$ cat config.mk
export PLATFORM = sky130hd
export DESIGN_NAME = mag_window_avg_flat
export DESIGN_NICKNAME = d
export VERILOG_FILES = /design/src/rtl/mag_window_avg_if.sv /design/src/rtl/mag_window_avg.sv /design/src/flat_wrapper.sv
export SDC_FILE = /design/constraint.sdc
export NUM_CORES = 1
export LEC_CHECK = 0
export BUFFER_PORTS_ARGS = -buffer_cell sky130_fd_sc_hd__buf_2
export CAP_MARGIN = 10
export CORE_UTILIZATION = 40
export CTS_BUF_LIST = sky130_fd_sc_hd__clkbuf_8
export DETAILED_ROUTE_END_ITERATION = 8
export SYNTH_ARGS = -nofsm -noshare
export SYNTH_HDL_FRONTEND = slang
export SYNTH_SLANG_ARGS = --single-unit
$ cat constraint.sdc
create_clock -name clk -period 5.45 [get_ports clk]
set_input_delay 0.2725 -clock clk [delete_from_list [all_inputs] [get_ports clk]]
set_output_delay 0.2725 -clock clk [all_outputs]
set_load 0.02 [all_outputs]
$ cat src/rtl/mag_window_avg_if.sv
// Sample/result bundle between the magnitude stage, the window averager and its consumer.
// The master drives samples and clear; the slave returns ready and the registered results.
interface mag_window_avg_if #(
  parameter int DATA_W = 8
);
  logic              in_valid;
  logic [DATA_W-1:0] in_mag;
  logic              in_ready;
  logic              clear;
  logic              out_valid;
  logic [DATA_W-1:0] out_avg;
  logic [DATA_W-1:0] out_peak;
  logic              out_full;
  logic              out_alarm;

  modport master (
    output in_valid, in_mag, clear,
    input  in_ready, out_valid, out_avg, out_peak, out_full, out_alarm
  );

  modport slave (
    input  in_valid, in_mag, clear,
    output in_ready, out_valid, out_avg, out_peak, out_full, out_alarm
  );
endinterface

$ cat src/rtl/mag_window_avg.sv
// Sliding-window boxcar average over the last 2^LOG2_DEPTH magnitude samples,
// with peak tracking, a hysteretic alarm on the average and a swept clear.
module mag_window_avg #(
  parameter int DATA_W     = 8,
  parameter int LOG2_DEPTH = 3,
  parameter int THRESH_HI  = 100,
  parameter int THRESH_LO  = 80
) (
  input  logic             clk,
  input  logic             rst,
  mag_window_avg_if.slave  bus
);
  localparam int DEPTH = 1 << LOG2_DEPTH;
  localparam int SUM_W = DATA_W + LOG2_DEPTH;
  localparam logic [LOG2_DEPTH:0]   FULL_CNT = (LOG2_DEPTH + 1)'(DEPTH);
  localparam logic [LOG2_DEPTH-1:0] LAST_IDX = LOG2_DEPTH'(DEPTH - 1);
  localparam logic [DATA_W-1:0]     THI      = DATA_W'(THRESH_HI);
  localparam logic [DATA_W-1:0]     TLO      = DATA_W'(THRESH_LO);

  typedef enum logic {S_RUN, S_CLEAR} state_t;

  state_t                  r_state, w_state_n;
  logic [DATA_W-1:0]       r_buf [DEPTH];
  logic [SUM_W-1:0]        r_sum;
  logic [LOG2_DEPTH-1:0]   r_wr_ptr;
  logic [LOG2_DEPTH-1:0]   r_clr_idx;
  logic [LOG2_DEPTH:0]     r_fill_cnt;
  logic                    r_out_valid;
  logic [DATA_W-1:0]       r_out_avg;
  logic [DATA_W-1:0]       r_out_peak;
  logic                    r_out_full;
  logic                    r_out_alarm;

  logic                    w_in_ready;
  logic                    w_accept;
  logic [SUM_W-1:0]        w_sum_n;
  logic [LOG2_DEPTH:0]     w_fill_n;
  logic [DATA_W-1:0]       w_avg_n;
  logic                    w_full_n;
  logic                    w_buf_we;
  logic [LOG2_DEPTH-1:0]   w_buf_addr;
  logic [DATA_W-1:0]       w_buf_din;

  assign w_in_ready = (r_state == S_RUN) & ~bus.clear;
  assign w_accept   = bus.in_valid & w_in_ready;

  // The evicted entry is zero while the window fills, so one update rule covers fill and steady state.
  assign w_sum_n  = r_sum + SUM_W'(bus.in_mag) - SUM_W'(r_buf[r_wr_ptr]);
  assign w_fill_n = (r_fill_cnt == FULL_CNT) ? FULL_CNT : r_fill_cnt + 1'b1;
  assign w_avg_n  = w_sum_n[SUM_W-1:LOG2_DEPTH];
  assign w_full_n = (w_fill_n == FULL_CNT);

  // NOTE: every always_comb output gets a default first so no path leaves it unassigned (no latch).
  always_comb begin
    w_state_n  = r_state;
    w_buf_we   = 1'b0;
    w_buf_addr = r_wr_ptr;
    w_buf_din  = bus.in_mag;
    case (r_state)
      S_RUN: begin
        if (bus.clear)     w_state_n = S_CLEAR;
        else if (w_accept) w_buf_we  = 1'b1;
      end
      S_CLEAR: begin
        w_buf_we   = 1'b1;
        w_buf_addr = r_clr_idx;
        w_buf_din  = '0;
        if (r_clr_idx == LAST_IDX) w_state_n = S_RUN;
      end
      default: w_state_n = S_RUN;
    endcase
  end

  // NOTE: the buffer is small and must read as zero after reset, so it is reset like ordinary registers.
  always_ff @(posedge clk) begin
    if (rst) begin
      for (int i = 0; i < DEPTH; i++) r_buf[i] <= '0;
    end else if (w_buf_we) begin
      r_buf[w_buf_addr] <= w_buf_din;
    end
  end

  always_ff @(posedge clk) begin
    if (rst) begin
      r_state     <= S_RUN;
      r_sum       <= '0;
      r_wr_ptr    <= '0;
      r_clr_idx   <= '0;
      r_fill_cnt  <= '0;
      r_out_valid <= 1'b0;
      r_out_avg   <= '0;
      r_out_peak  <= '0;
      r_out_full  <= 1'b0;
      r_out_alarm <= 1'b0;
    end else begin
      r_state     <= w_state_n;
      r_out_valid <= 1'b0;
      if (r_state == S_CLEAR) begin
        r_clr_idx <= r_clr_idx + 1'b1;
      end else if (bus.clear) begin
        r_clr_idx   <= '0;
        r_sum       <= '0;
        r_wr_ptr    <= '0;
        r_fill_cnt  <= '0;
        r_out_avg   <= '0;
        r_out_peak  <= '0;
        r_out_full  <= 1'b0;
        r_out_alarm <= 1'b0;
      end else if (w_accept) begin
        r_sum       <= w_sum_n;
        r_wr_ptr    <= r_wr_ptr + 1'b1;
        r_fill_cnt  <= w_fill_n;
        r_out_valid <= 1'b1;
        r_out_avg   <= w_avg_n;
        r_out_full  <= w_full_n;
        if (bus.in_mag > r_out_peak) r_out_peak <= bus.in_mag;
        // Alarm only arms on a full window; between the thresholds it keeps its last value.
        if (!w_full_n)          r_out_alarm <= 1'b0;
        else if (w_avg_n >= THI) r_out_alarm <= 1'b1;
        else if (w_avg_n <= TLO) r_out_alarm <= 1'b0;
      end
    end
  end

  assign bus.in_ready  = w_in_ready;
  assign bus.out_valid = r_out_valid;
  assign bus.out_avg   = r_out_avg;
  assign bus.out_peak  = r_out_peak;
  assign bus.out_full  = r_out_full;
  assign bus.out_alarm = r_out_alarm;
endmodule

$ cat src/flat_wrapper.sv
// flat-port wrapper written by rule: the top's interface ports become plain ports
module mag_window_avg_flat 
#(
  parameter int DATA_W     = 8,
  parameter int LOG2_DEPTH = 3,
  parameter int THRESH_HI  = 100,
  parameter int THRESH_LO  = 80
)
  (clk, rst, bus_in_valid, bus_in_mag, bus_clear, bus_in_ready, bus_out_valid, bus_out_avg, bus_out_peak, bus_out_full, bus_out_alarm);
  mag_window_avg_if #(.DATA_W(DATA_W)) bus_i ();
  input  logic clk;
  input  logic rst;
  input wire logic [$bits(bus_i.in_valid)-1:0] bus_in_valid;
  input wire logic [$bits(bus_i.in_mag)-1:0] bus_in_mag;
  input wire logic [$bits(bus_i.clear)-1:0] bus_clear;
  output wire logic [$bits(bus_i.in_ready)-1:0] bus_in_ready;
  output wire logic [$bits(bus_i.out_valid)-1:0] bus_out_valid;
  output wire logic [$bits(bus_i.out_avg)-1:0] bus_out_avg;
  output wire logic [$bits(bus_i.out_peak)-1:0] bus_out_peak;
  output wire logic [$bits(bus_i.out_full)-1:0] bus_out_full;
  output wire logic [$bits(bus_i.out_alarm)-1:0] bus_out_alarm;
  assign bus_i.in_valid = bus_in_valid;
  assign bus_i.in_mag = bus_in_mag;
  assign bus_i.clear = bus_clear;
  assign bus_in_ready = bus_i.in_ready;
  assign bus_out_valid = bus_i.out_valid;
  assign bus_out_avg = bus_i.out_avg;
  assign bus_out_peak = bus_i.out_peak;
  assign bus_out_full = bus_i.out_full;
  assign bus_out_alarm = bus_i.out_alarm;
  mag_window_avg #(.DATA_W(DATA_W), .LOG2_DEPTH(LOG2_DEPTH), .THRESH_HI(THRESH_HI), .THRESH_LO(THRESH_LO)) u_core (.clk(clk), .rst(rst), .bus(bus_i));
endmodule
==> metrics, run 1 <==
DRC violations left 0; total congestion overflow 0; Fin Setup TNS 0 ns; largest net degree at the start of global routing 30; Iter 0 DRT Violations 281; WL per Instance 17.8 um; final hold vios 0; Critical Path RT 5.75 ns; Clk pwr share 0.277; postcts setup bufs 0; VDD IR-drop max 0.107 mV; gr usage total 0.188; Worst Path Arrival 4.69 ns; Max H-tree Level 3; min cycle time layout 4.39 ns; CTS buffer count 9; P&R area growth vs syn 8.07%; register area share after synthesis 0.500; PnR Total Power 0.00175 W; Int Pwr 0.00118 W; Clock Latency Late Sink 0.38 ns; Cells after Synth 485; worst-margin pin slew 0.892 ns; Core Area 12,800 um^2; Setup CP Type flop to flop; clk_skew 0.0139 ns; first-pass GRT wire length 18,600 um; Hold Slack 0.162 ns; nets@finish 540; Worst setup EP type flop; quantity of gates resized following cts 0; syn_nets 529; ys async rst share 0; antenna violations before repair 0; outcome finished, final reports clean; vias per cell 5.26; commonest non-fill, non-tap cell in the layout nor2_1; Power Dens Cells 306 nW/um^2; period utilization 0.805; gpl congestion 0.859; Max transition margin 0.405; number of synthesized flops with an enable pin 64; critical path launch point type flop; Hold Path Class input port to flop; DR vias 3,543; Seq cells post-synth 100; clk buf depth 2; final WL 12,000 um; Cell Rows 41; Post-Syn Area 5290 um^2; die height 117 um; RSZ-0062 raised after global routing no; Final HPWL DP 8740 um; vias in the first global route 3,414; main flop type after synthesis edfxtp_1; Initial Util 0.414; switching share of power 0.326; post-route ant nets 0; share of total power in sequential cells 0.490; Max Cap Viol 0; n_diodes 0; I/O pin cnt 32; die footprint 13,700 um^2; Lkg Pwr 2.19 nW; clock-pin transition on the worst setup and hold timing paths 0.11 ns; first drt pass iteration count 4; TritonCTS clock tree built; commonest non-fill, non-tap cells in the layout nor2_1, edfxtp_1, inv_1, dfxtp_1, buf_2; Comb pwr share 0.233; CP Max Fanout 9; Max Fclk 0.228 GHz; Slew Viols, Final 0; switching power total 0.000571 W; IO buf count 31; Root Buffer Master clkbuf_8; Post-Syn Area per Cell 10.9 um^2; share of layout cells above drive strength 1 0.172; YS warnings 0; count of cell types in the netlist 58; final setup vio count 0; Die W 117 um; hold_buf cts 0; clock sink count 100
[synthesized netlist by cell type, types with 2 or more instances]
library cell / number / area (um^2)
nor3_1: 4 / 20.0
nor4_1: 3 / 18.8
dfxtp_1: 36 / 721
a21o_2: 2 / 17.5
nand2b_1: 19 / 119
buf_1: 9 / 33.8
inv_1: 49 / 184
a31oi_1: 3 / 18.8
a22oi_1: 2 / 15.0
nand2_1: 20 / 75.1
or3_1: 2 / 12.5
nand3b_1: 3 / 22.5
fa_1: 8 / 160
xor2_1: 5 / 43.8
buf_4: 8 / 60.1
o21bai_1: 2 / 15.0
mux2i_1: 2 / 20.0
nor2_1: 81 / 304
a2111o_1: 2 / 22.5
a22o_1: 8 / 70.1
a21oi_2: 3 / 26.3
edfxtp_1: 64 / 1920
ha_1: 24 / 300
mux2_2: 8 / 90.1
nand3_1: 5 / 25.0
nor3b_1: 3 / 22.5
a21o_1: 2 / 15.0
a21oi_1: 19 / 95.1
nand4b_1: 3 / 26.3
o21ai_0: 14 / 70.1
xnor2_1: 6 / 52.6
nor2b_1: 2 / 12.5
o21a_1: 4 / 30.0
clkbuf_1: 13 / 48.8
o22ai_1: 6 / 37.5
nand4_1: 2 / 12.5
buf_2: 3 / 15.0
mux4_2: 16 / 360
[power groups by stage]
stage	registers, W	clock network (W)	logic, W
after floorplan	0.000866	0	0.000324
after global placement	0.000874	0	0.000395
after detailed placement	0.000875	0	0.000404
after CTS	0.000857	0.000496	0.000405
after global routing	0.000861	0.000521	0.000454
final	0.000857	0.000485	0.000408
[registers in the layout, indices dropped and copies added (netlist names), 3 cells and up, named ones only]
register and count:
u_core.r_buf 64, u_core.bus.out_avg 8, u_core.bus.out_peak 8, u_core.r_fill_cnt 4
u_core.r_clr_idx 3, u_core.r_sum 3, u_core.r_wr_ptr 3
[kinds of logic (layout without fill, tap and decap cells)]
family                     count (synthesis)  in the layout  synth area share
and+or+nand+nor                          156            156             0.140
DFF                                      100            100             0.500
buffers and inverters                     83             99            0.0653
AOI/OAI and AO/OA                         77             77             0.100
adders and majority gates                 32             32            0.0871
muxes                                     26             26            0.0890
xor gates and xnor gates                  11             11            0.0182
[final cells by class]
type                    instances  area (um^2)
flip-flops and latches        100         2640
clock buffers                   9          124
inverters                      50          188
multi-input cells             302         2300
fillers                      1198         7060
well taps                     172          215
repair buffers                 33          170
clock inverters                 7         75.1
[layer usage]
metal	GRT usage	part of all wire	vias to the layer above	routed length, um
li1	-	-	1709	-
met1	0.244	0.45	1741	5340
met2	0.318	0.49	80	5880
met3	0.0309	0.046	13	550
met4	0.0692	0.018	0	218
met5	0	0	-	0
[worst max-delay path, cell delays in order, from the launching register on]
cell	delay (ns)
dfxtp_1	0.65
buf_4	0.32
mux4_2	0.54
mux2_2	0.29
fa_1	0.48
inv_1	0.05
ha_1	0.37
and2b_4	0.19
o2111ai_1	0.15
nand2_1	0.11
a31oi_1	0.08
a2111o_1	0.45
mux2i_1	0.15
or3_1	0.36
a31oi_1	0.14
[final timing paths]
kind         slack [ns]                             endpoint  cells past startpoint                         start
max                1.06    u_core.bus.out_alarm$_SDFFE_PP0P_                     14                          flop
min                0.16  u_core.bus.out_peak[0]$_SDFFE_PP0P_                      2                 bus_in_mag[0]
max reg2reg        1.06    u_core.bus.out_alarm$_SDFFE_PP0P_                     14                          flop
min reg2reg        0.51         u_core.r_sum[0]$_SDFFE_PP0P_                      2  u_core.r_sum[0]$_SDFFE_PP0P_
[stage by stage]
| step | instance area (um^2) | worst slack [ns] | util | instances |
|---|---|---|---|---|
| 4_1_cts | 5710 | 1.07 | 0.447 | 673 |
| 3_5_place_dp | 5510 | 1.12 | 0.432 | 657 |
| 6_report | 5710 | 1.06 | 0.447 | 673 |
| 3_3_place_gp | 5510 | 1.24 | 0.432 | 657 |
| 2_1_floorplan | 5290 | 1.12 | - | 485 |
| 5_1_grt | 5710 | 0.792 | 0.447 | 673 |
(Power assumes the default switching activity.)
==> run 2, diff against run 1 <==
Clock period 5.45 ns to 4.3 ns, I/O delays scaled along.
==> metrics, run 2 (synthesis results as in run 1) <==
P&R area growth vs syn 8.33%; critical path launch point type flop; WL per Instance 17.3 um (-3.1%); Setup CP Type flop to flop; switching share of power 0.307 (-0.0191); Max Fclk 0.247 GHz (+8.3%); Storage cell area 2640 um^2 (unchanged); GR Util met2 0.318 (unchanged); Reg2Reg Depth 13 (-1); CTS buffer count 9 (unchanged); Core Area 12,800 um^2 (unchanged); commonest non-fill, non-tap cells in the layout nor2_1, edfxtp_1, inv_1, dfxtp_1, buf_2; Critical Path RT 4.60 ns (-1.15 ns); clock sink count 100 (unchanged); Clk pwr share 0.277 (about the same); post-route ant nets 0 (unchanged); GRT Max-Usage Layer met2; share of layout cells above drive strength 1 0.169 (-0.00233); postcts setup bufs 0 (unchanged); clock-pin transition on the worst setup and hold timing paths 0.10 ns (about the same); Initial Util 0.414 (unchanged); Max Cap Viol 0 (unchanged); final setup vio count 0 (unchanged); Final HPWL DP 8420 um (-3.7%); largest net degree at the start of global routing 30 (unchanged); Worst setup EP type flop; Worst Hold Path EP u_core.bus.out_peak[3]$_SDFFE_PP0P_; Hold Path Class input port to flop; largest reg by FF count u_core.r_buf; hold_buf cts 0 (unchanged); r2r setup slk 0.25 ns (-0.81 ns); Power Dens Cells 387 nW/um^2 (+26%); IO buf count 31 (unchanged); die footprint 13,700 um^2 (unchanged); hold depth 2 (unchanged); multi-input logic area 2300 um^2 (unchanged); DRC violations left 0 (unchanged); Lkg Pwr 2.21 nW (+0.76%); switching power total 0.000680 W (+19%); quantity of gates resized following cts 0 (unchanged); final WL 11,600 um (-2.9%); I/O pin cnt 32 (unchanged); Reg2Reg Capture Point u_core.bus.out_alarm$_SDFFE_PP0P_; Root Buffer Master clkbuf_8; vias per cell 5.23 (-0.68%); total congestion overflow 0 (unchanged); Largest register FFs 64 (unchanged); Max transition margin 0.424 (+0.0191); n_diodes 0 (unchanged); RSZ-0062 raised after global routing no; nets@finish 541 (+0.19%); Post-Route Utilization 0.448 (+0.00108); Int Pwr 0.00153 W (+30%); worst-margin pin slew 0.863 ns (-0.0286 ns); Cell Rows 41 (unchanged); Clock Latency Late Sink 0.38 ns (about the same); antenna violations before repair 0 (unchanged); Iter 0 DRT Violations 269 (-4.3%); DR vias 3,524 (-0.54%); routing usage on met3 0.0273 (-0.00360); min cycle time layout 4.05 ns (-0.338 ns); gpl congestion 0.847 (-1.4%); final hold vios 0 (unchanged); clk buf depth 2 (unchanged); die height 117 um (unchanged); Comb pwr share 0.234 (about the same); Worst Path Arrival 4.35 ns (-0.34 ns); first-pass GRT wire length 18,300 um (-1.6%); Max H-tree Level 3 (unchanged); share of total power in sequential cells 0.489 (about the same); Fin Setup TNS 0 ns (unchanged); VDD IR-drop max 0.187 mV (+75%); Global Route met1 Usage 0.236 (-0.00875); outcome finished, final reports clean; vias in the first global route 3,467 (+1.6%); clk_skew 0.0154 ns (+0.00147 ns); Die W 117 um (unchanged); worst hold start bus_in_mag[3]; commonest non-fill, non-tap cell in the layout nor2_1; CP Max Fanout 16 (+7); filler instances 1,174 (-2.0%); gr usage total 0.185 (-0.00339); period utilization 0.942 (+0.137); Slew Viols, Final 0 (unchanged); TritonCTS clock tree built; first drt pass iteration count 4 (unchanged)
==> run 2: cell types whose count changed in the layout (fill, tap and decap cells not counted) <==
cell / previous run / this run
buf_12: 0 / 1
bufinv_16: 0 / 1
clkinv_2: 0 / 1
clkinv_8: 1 / 0
clkinvlp_4: 1 / 0
inv_1: 49 / 51
inv_6: 1 / 2
inv_8: 3 / 0
==> run 2: through the flow <==
| stage | worst slack (ns) | hold slack (ns) | instances | power [W] | instance area [um^2] |
|---|---|---|---|---|---|
| finish | 0.249 | 0.117 | 674 | 0.00222 | 5730 |
| detailed placement | 0.259 | 0.479 | 658 | 0.00162 | 5530 |
| floorplan | 0.0633 | 0.341 | 485 | 0.00151 | 5290 |
| global route | 0.0468 | 0.120 | 674 | 0.00232 | 5730 |
| CTS | 0.227 | 0.105 | 674 | 0.00222 | 5730 |
| global placement | 0.340 | 0.475 | 658 | 0.00161 | 5530 |
==> run 2: power by group through the flow <==
stage	registers (W)	clock network [W]	logic (W)
2_1_floorplan	0.00110	0	0.000411
3_3_place_gp	0.00110	0	0.000510
3_5_place_dp	0.00111	0	0.000514
4_1_cts	0.00108	0.000620	0.000518
5_1_grt	0.00109	0.000652	0.000578
6_report	0.00108	0.000614	0.000518
==> run 2: layer usage <==
metal / routed length, um / share of wire
met5: 0 / 0
met2: 5800 / 0.50
met3: 525 / 0.045
met4: 154 / 0.013
met1: 5160 / 0.44
==> run 2: worst max-delay path: stages, from the launching register on <==
cell	delay, ns
dfxtp_1	0.37
buf_12	0.19
mux4_2	0.51
mux2_2	0.28
fa_1	0.49
fa_1	0.48
and2b_4	0.28
o2111ai_1	0.13
nand2_1	0.11
a31oi_1	0.09
a2111o_1	0.45
mux2i_1	0.14
or3_1	0.35
a31oi_1	0.13
==> run 2: worst max path at each step <==
stage                                             end  slack (ns)  depth (start not counted)
finish              u_core.bus.out_alarm$_SDFFE_PP0P_        0.25                         13
detailed placement  u_core.bus.out_alarm$_SDFFE_PP0P_        0.26                         13
floorplan           u_core.bus.out_alarm$_SDFFE_PP0P_        0.06                         14
global route        u_core.bus.out_alarm$_SDFFE_PP0P_        0.05                         16
global placement    u_core.bus.out_alarm$_SDFFE_PP0P_        0.34                         14
CTS                 u_core.bus.out_alarm$_SDFFE_PP0P_        0.23                         16
==> run 2: final cells by class <==
class                      count  share of cell area
inverter                      50              0.0328
timing repair buffer          34              0.0332
clock inverter                 7              0.0120
tap                          172              0.0376
multi-input combinational    302               0.401
clock buffer                   9              0.0216
sequential                   100               0.461
